## src/rtl/adder_pkg.sv

```systemverilog
// Shared definitions for the serial digit adder: FSM state encoding and
// the helper that sizes the digit counter.
package adder_pkg;

  typedef enum logic [1:0] {
    IDLE = 2'd0,
    RUN  = 2'd1,
    DONE = 2'd2
  } state_t;

  // Bits needed to count 0..n-1, never fewer than one so a single-digit
  // configuration still has a legal counter vector.
  function automatic int clog2_min1(input int n);
    int w;
    w = 1;
    while ((1 << w) < n) w++;
    return w;
  endfunction

endpackage

```

## src/rtl/digit_adder.sv

```systemverilog
// Ripple chain of DIGIT full-adder cells. This chain is the only long
// combinational path of the serial adder, so DIGIT directly sets its depth.
module digit_adder #(
  parameter int DIGIT = 4
) (
  input  logic [DIGIT-1:0] x,
  input  logic [DIGIT-1:0] y,
  input  logic             ci,
  output logic [DIGIT-1:0] sum,
  output logic             co,
  output logic             c_msb
);

  // Walk the carry from bit 0 upwards, one full-adder cell per bit.
  always_comb begin
    logic c;
    // NOTE: every output gets a default first, so no path leaves a value unassigned and no latch is inferred.
    sum   = '0;
    c_msb = ci;
    c     = ci;
    for (int i = 0; i < DIGIT; i++) begin
      if (i == DIGIT - 1) c_msb = c;
      sum[i] = x[i] ^ y[i] ^ c;
      c      = (x[i] & y[i]) | (c & (x[i] ^ y[i]));
    end
    co = c;
  end

endmodule

```

## src/rtl/serial_digit_adder.sv

```systemverilog
// Multi-cycle two's-complement adder/subtractor. Operands are accepted over
// a valid/ready handshake, summed DIGIT bits per clock, and the completed
// sum, carry-out and signed overflow are offered over a second handshake.
module serial_digit_adder
  import adder_pkg::*;
#(
  parameter int WIDTH = 16,
  parameter int DIGIT = 4
) (
  input  logic             clk,
  input  logic             rst,
  input  logic             in_valid,
  output logic             in_ready,
  input  logic [WIDTH-1:0] a,
  input  logic [WIDTH-1:0] b,
  input  logic             cin,
  input  logic             sub,
  output logic             out_valid,
  input  logic             out_ready,
  output logic [WIDTH-1:0] s,
  output logic             cout,
  output logic             ovf,
  output logic             busy
);

  localparam int             NDIG     = WIDTH / DIGIT;
  localparam int             CW       = clog2_min1(NDIG);
  localparam logic [CW-1:0]  LAST_DIG = CW'(NDIG - 1);

  state_t           state;
  logic [WIDTH-1:0] a_sr;
  logic [WIDTH-1:0] b_sr;
  logic [WIDTH-1:0] res;
  logic             carry;
  logic [CW-1:0]    cnt;

  logic [DIGIT-1:0] dig_sum;
  logic             dig_co;
  logic             dig_cmsb;

  logic [WIDTH-1:0] a_next;
  logic [WIDTH-1:0] b_next;
  logic [WIDTH-1:0] res_next;

  digit_adder #(.DIGIT(DIGIT)) u_digit (
    .x     (a_sr[DIGIT-1:0]),
    .y     (b_sr[DIGIT-1:0]),
    .ci    (carry),
    .sum   (dig_sum),
    .co    (dig_co),
    .c_msb (dig_cmsb)
  );

  // Next values of the operand and result shift registers. A single-digit
  // configuration has nothing to shift: the one digit is the whole result.
  if (NDIG == 1) begin : g_single
    assign a_next   = '0;
    assign b_next   = '0;
    assign res_next = dig_sum;
  end else begin : g_multi
    assign a_next   = {{DIGIT{1'b0}}, a_sr[WIDTH-1:DIGIT]};
    assign b_next   = {{DIGIT{1'b0}}, b_sr[WIDTH-1:DIGIT]};
    assign res_next = {dig_sum, res[WIDTH-1:DIGIT]};
  end

  // Control FSM with registered handshake flags, shift datapath and the
  // result registers that only change when a full result is complete.
  always_ff @(posedge clk) begin
    if (rst) begin
      // NOTE: the shift registers are reset too, so a fresh block never exposes stale operand bits.
      state     <= IDLE;
      in_ready  <= 1'b1;
      out_valid <= 1'b0;
      busy      <= 1'b0;
      a_sr      <= '0;
      b_sr      <= '0;
      res       <= '0;
      carry     <= 1'b0;
      cnt       <= '0;
      s         <= '0;
      cout      <= 1'b0;
      ovf       <= 1'b0;
    end else begin
      // NOTE: non-blocking assignments keep every register update based on pre-edge values.
      case (state)
        IDLE: begin
          if (in_valid && in_ready) begin
            a_sr     <= a;
            b_sr     <= b ^ {WIDTH{sub}};
            carry    <= cin;
            cnt      <= '0;
            in_ready <= 1'b0;
            busy     <= 1'b1;
            state    <= RUN;
          end
        end
        RUN: begin
          a_sr  <= a_next;
          b_sr  <= b_next;
          res   <= res_next;
          carry <= dig_co;
          cnt   <= cnt + 1'b1;
          if (cnt == LAST_DIG) begin
            s         <= res_next;
            cout      <= dig_co;
            ovf       <= dig_cmsb ^ dig_co;
            out_valid <= 1'b1;
            state     <= DONE;
          end
        end
        DONE: begin
          if (out_ready) begin
            out_valid <= 1'b0;
            busy      <= 1'b0;
            in_ready  <= 1'b1;
            state     <= IDLE;
          end
        end
        default: begin
          out_valid <= 1'b0;
          busy      <= 1'b0;
          in_ready  <= 1'b1;
          state     <= IDLE;
        end
      endcase
    end
  end

endmodule

```

## config.mk

```make
export PLATFORM = sky130hd
export DESIGN_NAME = serial_digit_adder
export DESIGN_NICKNAME = d
export VERILOG_FILES = /design/src/rtl/adder_pkg.sv /design/src/rtl/digit_adder.sv /design/src/rtl/serial_digit_adder.sv
export SDC_FILE = /design/constraint.sdc
export NUM_CORES = 1
export LEC_CHECK = 0
export ABC_AREA = 1
export BUFFER_PORTS_ARGS = -buffer_cell sky130_fd_sc_hd__buf_2
export CAP_MARGIN = 40
export CORE_MARGIN = 2
export CORE_UTILIZATION = 34
export DETAILED_ROUTE_END_ITERATION = 10
export SYNTH_ARGS = -nofsm -noshare
export SYNTH_HDL_FRONTEND = slang
export SYNTH_HIERARCHICAL = 1
export SYNTH_SLANG_ARGS = --single-unit
```

## constraint.sdc

```tcl
create_clock -name clk -period 6.81 [get_ports clk]
set_clock_uncertainty 0.1 [all_clocks]
set_input_delay 1.362 -clock clk [delete_from_list [all_inputs] [get_ports clk]]
set_output_delay 1.362 -clock clk [all_outputs]
set_load 0.01 [all_outputs]
```

# Yosys cells after proc, flatten, opt, wreduce, memory -nomap -nowiden
# Index checks and enable logic that the tools add are counted.
op_classes:
  add_sub_neg: 1
  n_eq_ne: 6
  muxes: 20
  bitwise_logic: 24
  n_reduce_logical: 8
ops:
  columns: ["cell", "n"]
  rows:
  - ["16-bit case mux with 2 select lines", 2]
  - ["16-bit two-way mux", 2]
  - ["16-bit XOR", 1]
  - ["1-bit case mux with 3 select lines", 3]
  - ["3-bit AND reduction", 3]
  - ["1-bit XOR", 9]
  - ["1-bit bitwise AND", 8]
  - ["2-bit two-way mux", 4]
  - ["1-bit two-way mux", 6]
  - ["2-bit != test (second input constant)", 3]
  - ["2-bit case mux with 3 select lines", 1]
  - ["2-bit equality test (second input constant)", 2]
  - ["1-bit bitwise OR", 4]
  - ["2-bit case mux with 2 select lines", 1]
  - ["2-bit AND reduction", 2]
  - ["2-bit by 1-bit adder with 2-bit output (second input constant)", 1]
  - ["2-bit by 1-bit equality test with 1-bit output (second input constant)", 1]
  - ["2-bit logical NOT", 1]
  - ["1-bit inverter", 2]
  - ["1-bit case mux with 2 select lines", 1]
  - ["2-bit nonzero test", 1]
  - ["1-bit logical AND", 1]
totals:
  register_bits: 74
  input_bits: 38

# Longest topological paths before layout
# Gate-level depths: netlist (run 1).
depth:
  word_depth: 10
  mapped_depth: 9
  ltp_nobuf: 8

# Cells and area by module
# Netlist (run 1), hierarchy kept.
modules_own_cells:
  columns: ["module", "instances", "cells_each", "area_each_um2"]
  rows:
  - ["serial_digit_adder", 1, 385, 2906.5]
  - ["digit_adder", 1, 12, 110.1]

# Least setup slack after synthesis (run 1)
# Ideal clock, no wire load.
synth_path:
  kind: "input port to flip-flop"
  startpoint: "input port sub"
  endpoint: "register b_sr[6]"
  arrival_time_ns: 2.031
  t_required_ns: 6.601
  slack_ns: 4.570
  cell_stages: 7
  path_buffers: 2
  path_cell_list: "buf_4 -> buf_4 -> xor2_1 -> nand2_1 -> nand3_1 -> nand2_1 -> inv_1"
synth_via:
  elab_chain_cells: 3
synth_rtl:
  columns: ["item", "line_no", "source"]
  rows:
  - ["start, declared", "serial_digit_adder.sv:17", "input logic sub,"]
  - ["16-bit XOR", "serial_digit_adder.sv:89", "b_sr <= b ^ {WIDTH{sub}};"]
  - ["16-bit two-way mux", "serial_digit_adder.sv:87", "if (in_valid && in_ready) begin"]
  - ["16-bit case mux with 2 select lines", "serial_digit_adder.sv:85", "case (state)"]
  - ["end signal, assigned", "serial_digit_adder.sv:89", null]
  - ["end signal, assigned", "serial_digit_adder.sv:99", "b_sr <= b_next;"]
  - ["end, declared", "serial_digit_adder.sv:32", "logic [WIDTH-1:0] b_sr;"]
# No other way between the ends. The select of a mux whose other input is x is not followed.
# A chain may end at the register's enable or synchronous reset.

==> impl_results.md, run 1 <==
* Outcome: completed
* CTS tree: done
* Detailed-route wire length at around 6.5 mm
* Commonest cells after routing, fill and taps aside: nor2_1 (92), dfxtp_1 (70), buf_2 (58)
* Congestion Overflow GR at 0
* Achievable clock frequency at about 0.38 GHz
* Global-route wire length before repair at about 11 mm
* Synthesized netlist net count at 440
* Synth top area share at 46.45%
* Routed wire length per instance at approximately 12 um
* Inserted Diodes at 0
* Distinct cell type count of the synthesized netlist at 22
* Final setup slack of the worst path at between 4 and 5 ns
* Number of gates resized after cts at 0
* Pins Over Slew Limit at 0
* Fill cells at 945
* Rows at 34
* Routed vias/inst at 4.705
* Max rail drop VDD at approximately 0.11 mV
* Pin count of the biggest net entering global routing at 42
* Worst path required time at about 7.0 ns
* Length of the first detailed-routing pass in iterations at 4
* Capturing element type of the critical path: flip-flop
* Max transition margin at between 50% and 60%
* Number of buffers added for setup after CTS at 0
* TritonCTS buffer count at 9
* Post-DP Area at 3293 um^2
* Chip Height at 98.20 um
* Violation count after the first detailed-routing iteration at approximately 100
* Number of primary I/O pins at between 50 and 60
* Number of nets in the layout at approximately 490
* Total power after layout at between 0.8 and 0.9 mW
* Power Dens Cells at about 250 nW/um^2
* Chip Width at 98.20 um
* Portion of the post-synthesis area used by sequential elements at between 40% and 50%
* Class of the most critical hold timing path: flip-flop to flip-flop
* Setup TNS at 0 ns
* Yosys warnings at 6
* Post-Synthesis Cell Area at 3017 um^2
* Floorplan die area at a little under 10,000 um^2
* GRT Overall Usage at 14.06%
* Setup violations, final at 0
* Seq cells post-synth at 70
* Main area contributors after synthesis: dfxtp_1 (46%), nor2_1 (11%), o21ai_0 (8.1%), nand2_1 (6.8%), xor2_1 (4.6%)
* Area growth, synth to finish at 14.52%
* Final Hold Fails at 0
* Vias post-DR at 2,611
* Share of layout cells above drive strength 1 at a little under a fifth
* Setup repair after global routing missed its margin: false
* Leakage power figure at 1.682 nW
* Worst EP arrival at approximately 2.8 ns
* Critical Path Source Type: input pin
* Number of buffers added to fix hold violations after cts at 0
* Fraction of the cycle the final worst path needs at between 30% and 40%
* Mean instance size in the synthesized netlist at 7.599 um^2
* Initial cell density of the core at a little over a third
* Most common cell after layout, fill and taps aside: nor2_1
* MaxCap Viol Count at 0
* Final RePlAce weighted congestion at 0.8366
* Finished Core Util at about 40%
* Synthesized netlist cell count at approximately 400
* Reg clk slew, reported paths at 0.07 ns
* Worst slew pin tran at ~0.65 ns
* Core region area at between 8000 and 9000 um^2
* Biggest fanout along the worst timing path at 34
* Root Buffer Master: clkbuf_8
* Clock latency on the worst-skew pair at ~0.35 ns
* Kind of critical path: input pin to flip-flop
* Port Buf Inserts at between 50 and 60
* Placement Setup Slack at about 3.8 ns
* Number of antenna violations at the first check in global routing at 0
* Clock sink count at 70
* DRC violations left at 0
* HPWL after detailed placement at between 4 and 5 mm
* Post-route design area at 3455 um^2
* Remaining number of nets flagged by the antenna check after routing at 0
* Clock buffer depth at 2
* Most area-hungry cell type in the Yosys netlist: dfxtp_1
* Via count of the first global-routing pass at between 2,000 and 2,500
* Total number of H-tree levels at 3
* Final Critical Period at 2.647 ns
[cells by family (layout without fill, tap and decap cells)]
kind of cell / count (synthesis) / count (layout) / synth area share, %
AOI/OAI and AO/OA: 61 / 61 / 10.12
adders and majority gates: 5 / 5 / 3.069
and+or+nand+nor: 192 / 192 / 26.50
buffers and inverters: 52 / 102 / 8.917
xor gates and xnor gates: 17 / 17 / 4.936
DFF: 70 / 70 / 46.45
[cells in the mapped netlist (all sizes together)]
cell type	number
a21oi	12
inv	30
fa	4
nor2	93
nor3	13
dfxtp	70
xor2	16
ha	1
nand3	27
clkbuf	5
nand3b	1
buf	17
nand2	58
o21ai	49
xnor2	1
[path summary, 6_finish.rpt]
| check | cells after the start | slack (ns) | from | endpoint |
|---|---|---|---|---|
| setup / recovery | 5 | 4.16 | rst | carry |
| hold reg to reg | 2 | 0.36 | out_valid | out_valid |
| hold / removal | 2 | 0.36 | out_valid | out_valid |
| setup reg to reg | 8 | 4.50 | b_sr[0] | res[15] |
[critical path, stage by stage]
cell and delay (ns):
buf_2 0.18, inv_1 0.52, buf_4 0.41, o21ai_0 0.15, nor3_1 0.18
[state kept, by name, indices dropped and copies added (netlist names)]
signal and flops:
b_sr 16, res 12, out_valid 1, a_sr 16, state 2, carry 1
busy 1, cout 1, s 16, ovf 1, cnt 2, in_ready 1
[cell type report]
| class | count | area (um^2) | area share (%) |
|---|---|---|---|
| multi-input cells | 275 | 1346 | 38.97 |
| inverters | 30 | 112.6 | 3.260 |
| repair buffers | 59 | 297.8 | 8.620 |
| clock inverters | 2 | 10.01 | 0.2898 |
| flip-flops and latches | 70 | 1401 | 40.56 |
| well taps | 108 | 135.1 | 3.912 |
| clock buffers | 11 | 151.4 | 4.382 |
[where the power goes]
part	internal, mW	switching, mW	total (mW)
logic	0.0472	0.0816	0.129
registers	0.442	0.0186	0.460
clock network	0.145	0.142	0.286
total	0.634	0.242	0.876
[routing by layer]
metal / global-route usage, % / up-vias / routed length [um]
met5: 0 / - / 0
met4: 4.636 / 0 / 42
met3: 5.440 / 5 / 365
met2: 23.18 / 69 / 3031
met1: 16.93 / 1190 / 3070
li1: - / 1347 / -
[per-stage QoR]
| stage | hold slack [ns] | instances |
|---|---|---|
| finish | 0.3628 | 555 |
| global route | 0.3826 | 555 |
| CTS | 0.3653 | 555 |
| detailed placement | 0.3544 | 542 |
| global placement | 0.3489 | 542 |
| floorplan | 0.3327 | 397 |
Power figures use the tool's default switching activity.
==> run 2, diff against run 1 <==
Clock period 6.81 ns to 2.5 ns, I/O delays scaled along.
==> run 2 against run 1 <==
Core utilization grew 0.87 points; non-clock buffer count grew 5; via count grew 0.31%; power grew to 2.9 times the previous value; clock-buffer cell count shrank 1; hold slack lost 0.071 ns; critical endpoint is now res[15]; register-to-register slack lost 4.3 ns; flip-flop and latch count is the same; design area grew 2.2%; sequential power grew to 2.7 times the previous value.
==> impl_results.md, run 2 (synthesized netlist as in run 1, its figures left out) <==
* Outcome: completed
* Chip Width at 98.20 um (unchanged)
* Root Buffer Master: clkbuf_8
* CTS tree: done
* Setup violations, final at 0 (unchanged)
* Worst path required time at 2.64 ns (-4.34 ns)
* Final Critical Period at between 2 and 2.5 ns
* Total number of H-tree levels at 3 (unchanged)
* Worst R2R Path Depth at 8 (unchanged)
* Biggest fanout along the worst timing path at 2 (-94%)
* Register-to-register setup slack at 0.18 ns (-4.32 ns)
* CP endpoint: res[15]
* Length of the first detailed-routing pass in iterations at 4 (unchanged)
* DRC violations left at 0 (unchanged)
* Pins Over Slew Limit at 0 (unchanged)
* Clock buffer depth at 2 (unchanged)
* HPWL after detailed placement at 4.481 mm (+1.5%)
* MaxCap Viol Count at 0 (unchanged)
* Post-placement cell count at 547 (+0.92%)
* Fraction of the cycle the final worst path needs at 92.77%
* Registers with the most flip-flops: a_sr (16), b_sr (16), s (16)
* Vias post-DR at 2,619 (+0.31%)
* TritonCTS buffer count at 9 (unchanged)
* Reg clk slew, reported paths at 0.08 ns (about the same)
* Number of primary I/O pins at 59 (unchanged)
* Number of buffers added for setup after CTS at 0 (unchanged)
* Core region area at 8678 um^2 (unchanged)
* Routed wire length per instance at 11.43 um (-2.5%)
* Via count of the first global-routing pass at 2,559 (+6.6%)
* Detailed-route wire length at 6.437 mm (-1.1%)
* Class of the most critical hold timing path: input pin to flip-flop
* Global-route wire length before repair at 11.54 mm (+6.4%)
* Max transition margin at 62.61% (+6.2 points)
* Chip Height at 98.20 um (unchanged)
* Congestion Overflow GR at 0 (unchanged)
* Final Non-Filler Cells at 563 (+1.4%)
* Share of layout cells above drive strength 1 at 19.34% (+1.2 points)
* Beginning of the worst register-to-register path: b_sr[0]
* Most common cell after layout, fill and taps aside: nor2_1
* Kind of critical path: flip-flop to flip-flop
* Remaining number of nets flagged by the antenna check after routing at 0 (unchanged)
* Worst slew pin tran at 0.5602 ns (-0.09284 ns)
* Number of antenna violations at the first check in global routing at 0 (unchanged)
* Initial cell density of the core at 34.76% (unchanged)
* Commonest cells after routing, fill and taps aside: nor2_1 (92), dfxtp_1 (70), buf_2 (58)
* Power Dens Cells at 713.8 nW/um^2 (+180%)
* GRT Overall Usage at 14.61% (+0.55 points)
* Violation count after the first detailed-routing iteration at 99 (+1.0%)
* Number of gates resized after cts at 0 (unchanged)
* Clock sink count at 70 (unchanged)
* Worst EP arrival at 2.46 ns (-0.35 ns)
* Capturing element type of the critical path: flip-flop
* Inserted Diodes at 0 (unchanged)
* Setup repair after global routing missed its margin: false
* Reg-to-Reg End: res[15]
* Achievable clock frequency at 0.4312 GHz
* Floorplan die area at 9642 um^2 (unchanged)
* Leakage power figure at 1.712 nW (+1.8%)
* Area growth, synth to finish at 17.01%
* Critical Path Source Type: flip-flop
* Number of buffers added to fix hold violations after cts at 0 (unchanged)
* Max rail drop VDD at 0.3491 mV (+220%)
* Pin count of the biggest net entering global routing at 29 (-31%)
* Routed vias/inst at 4.652 (-1.1%)
* Final Hold Fails at 0 (unchanged)
* Rows at 34 (unchanged)
* Setup TNS at 0 ns (unchanged)
* Final RePlAce weighted congestion at 0.8398 (+0.38%)
* Timing startpoint of the critical path: b_sr[0]
* Number of nets in the layout at 493 (+1.0%)
* Clock latency on the worst-skew pair at 0.35 ns (about the same)
* Port Buf Inserts at 58 (unchanged)
==> run 2: metrics by stage <==
stage	cell area, um^2	total power, mW	setup slack [ns]	hold slack (ns)	utilization [%]
floorplan	3017	1.554	0.3029	0.3327	-
global placement	3331	1.637	0.2446	0.3425	38.38
detailed placement	3331	1.647	0.2012	0.3525	38.38
CTS	3530	2.562	0.1897	0.2765	40.67
global route	3530	2.679	0.07669	0.2887	40.67
finish	3530	2.520	0.1807	0.2920	40.67
==> run 2: metal layers <==
metal / part of all wire, % / wire (um) / vias to the layer above / track usage, %
li1: - / - / 1369 / -
met1: 45 / 2880 / 1174 / 18.25
met2: 49 / 3127 / 74 / 24.45
met3: 6.3 / 406 / 2 / 4.796
met4: 0.37 / 24 / 0 / 3.793
met5: 0 / 0 / - / 0
==> run 2: critical path, cell delays in order (launching register included) <==
cell     delay (ns)
dfxtp_1        0.36
fa_1           0.18
inv_1          0.05
fa_1           0.39
fa_1           0.39
inv_1          0.11
fa_1           0.43
o21ai_0        0.16
nor2_1         0.05
==> run 2: area by class of cell <==
type,instances,area (um^2)
clock buffers,10,127.6
clock inverters,6,71.32
fillers,955,5149
inverters,30,112.6
multi-input cells,275,1346
flip-flops and latches,70,1401
well taps,108,135.1
repair buffers,64,335.3
==> run 2: worst min path at each step <==
stage / from / endpoint / slack, ns / cells after the start
after global placement: cnt[0] / cnt[0] / 0.34 / 1
after detailed placement: a_sr[12] / a_sr[12] / 0.35 / 2
after global routing: a[14] / a_sr[14] / 0.29 / 3
final: a[14] / a_sr[14] / 0.29 / 3
after floorplan: cnt[0] / cnt[0] / 0.33 / 1
after CTS: a[14] / a_sr[14] / 0.28 / 3
==> run 2: power breakdown <==
group,switching (mW),internal [mW]
clock,0.438,0.467
sequential,0.0508,1.20
combinational,0.223,0.138
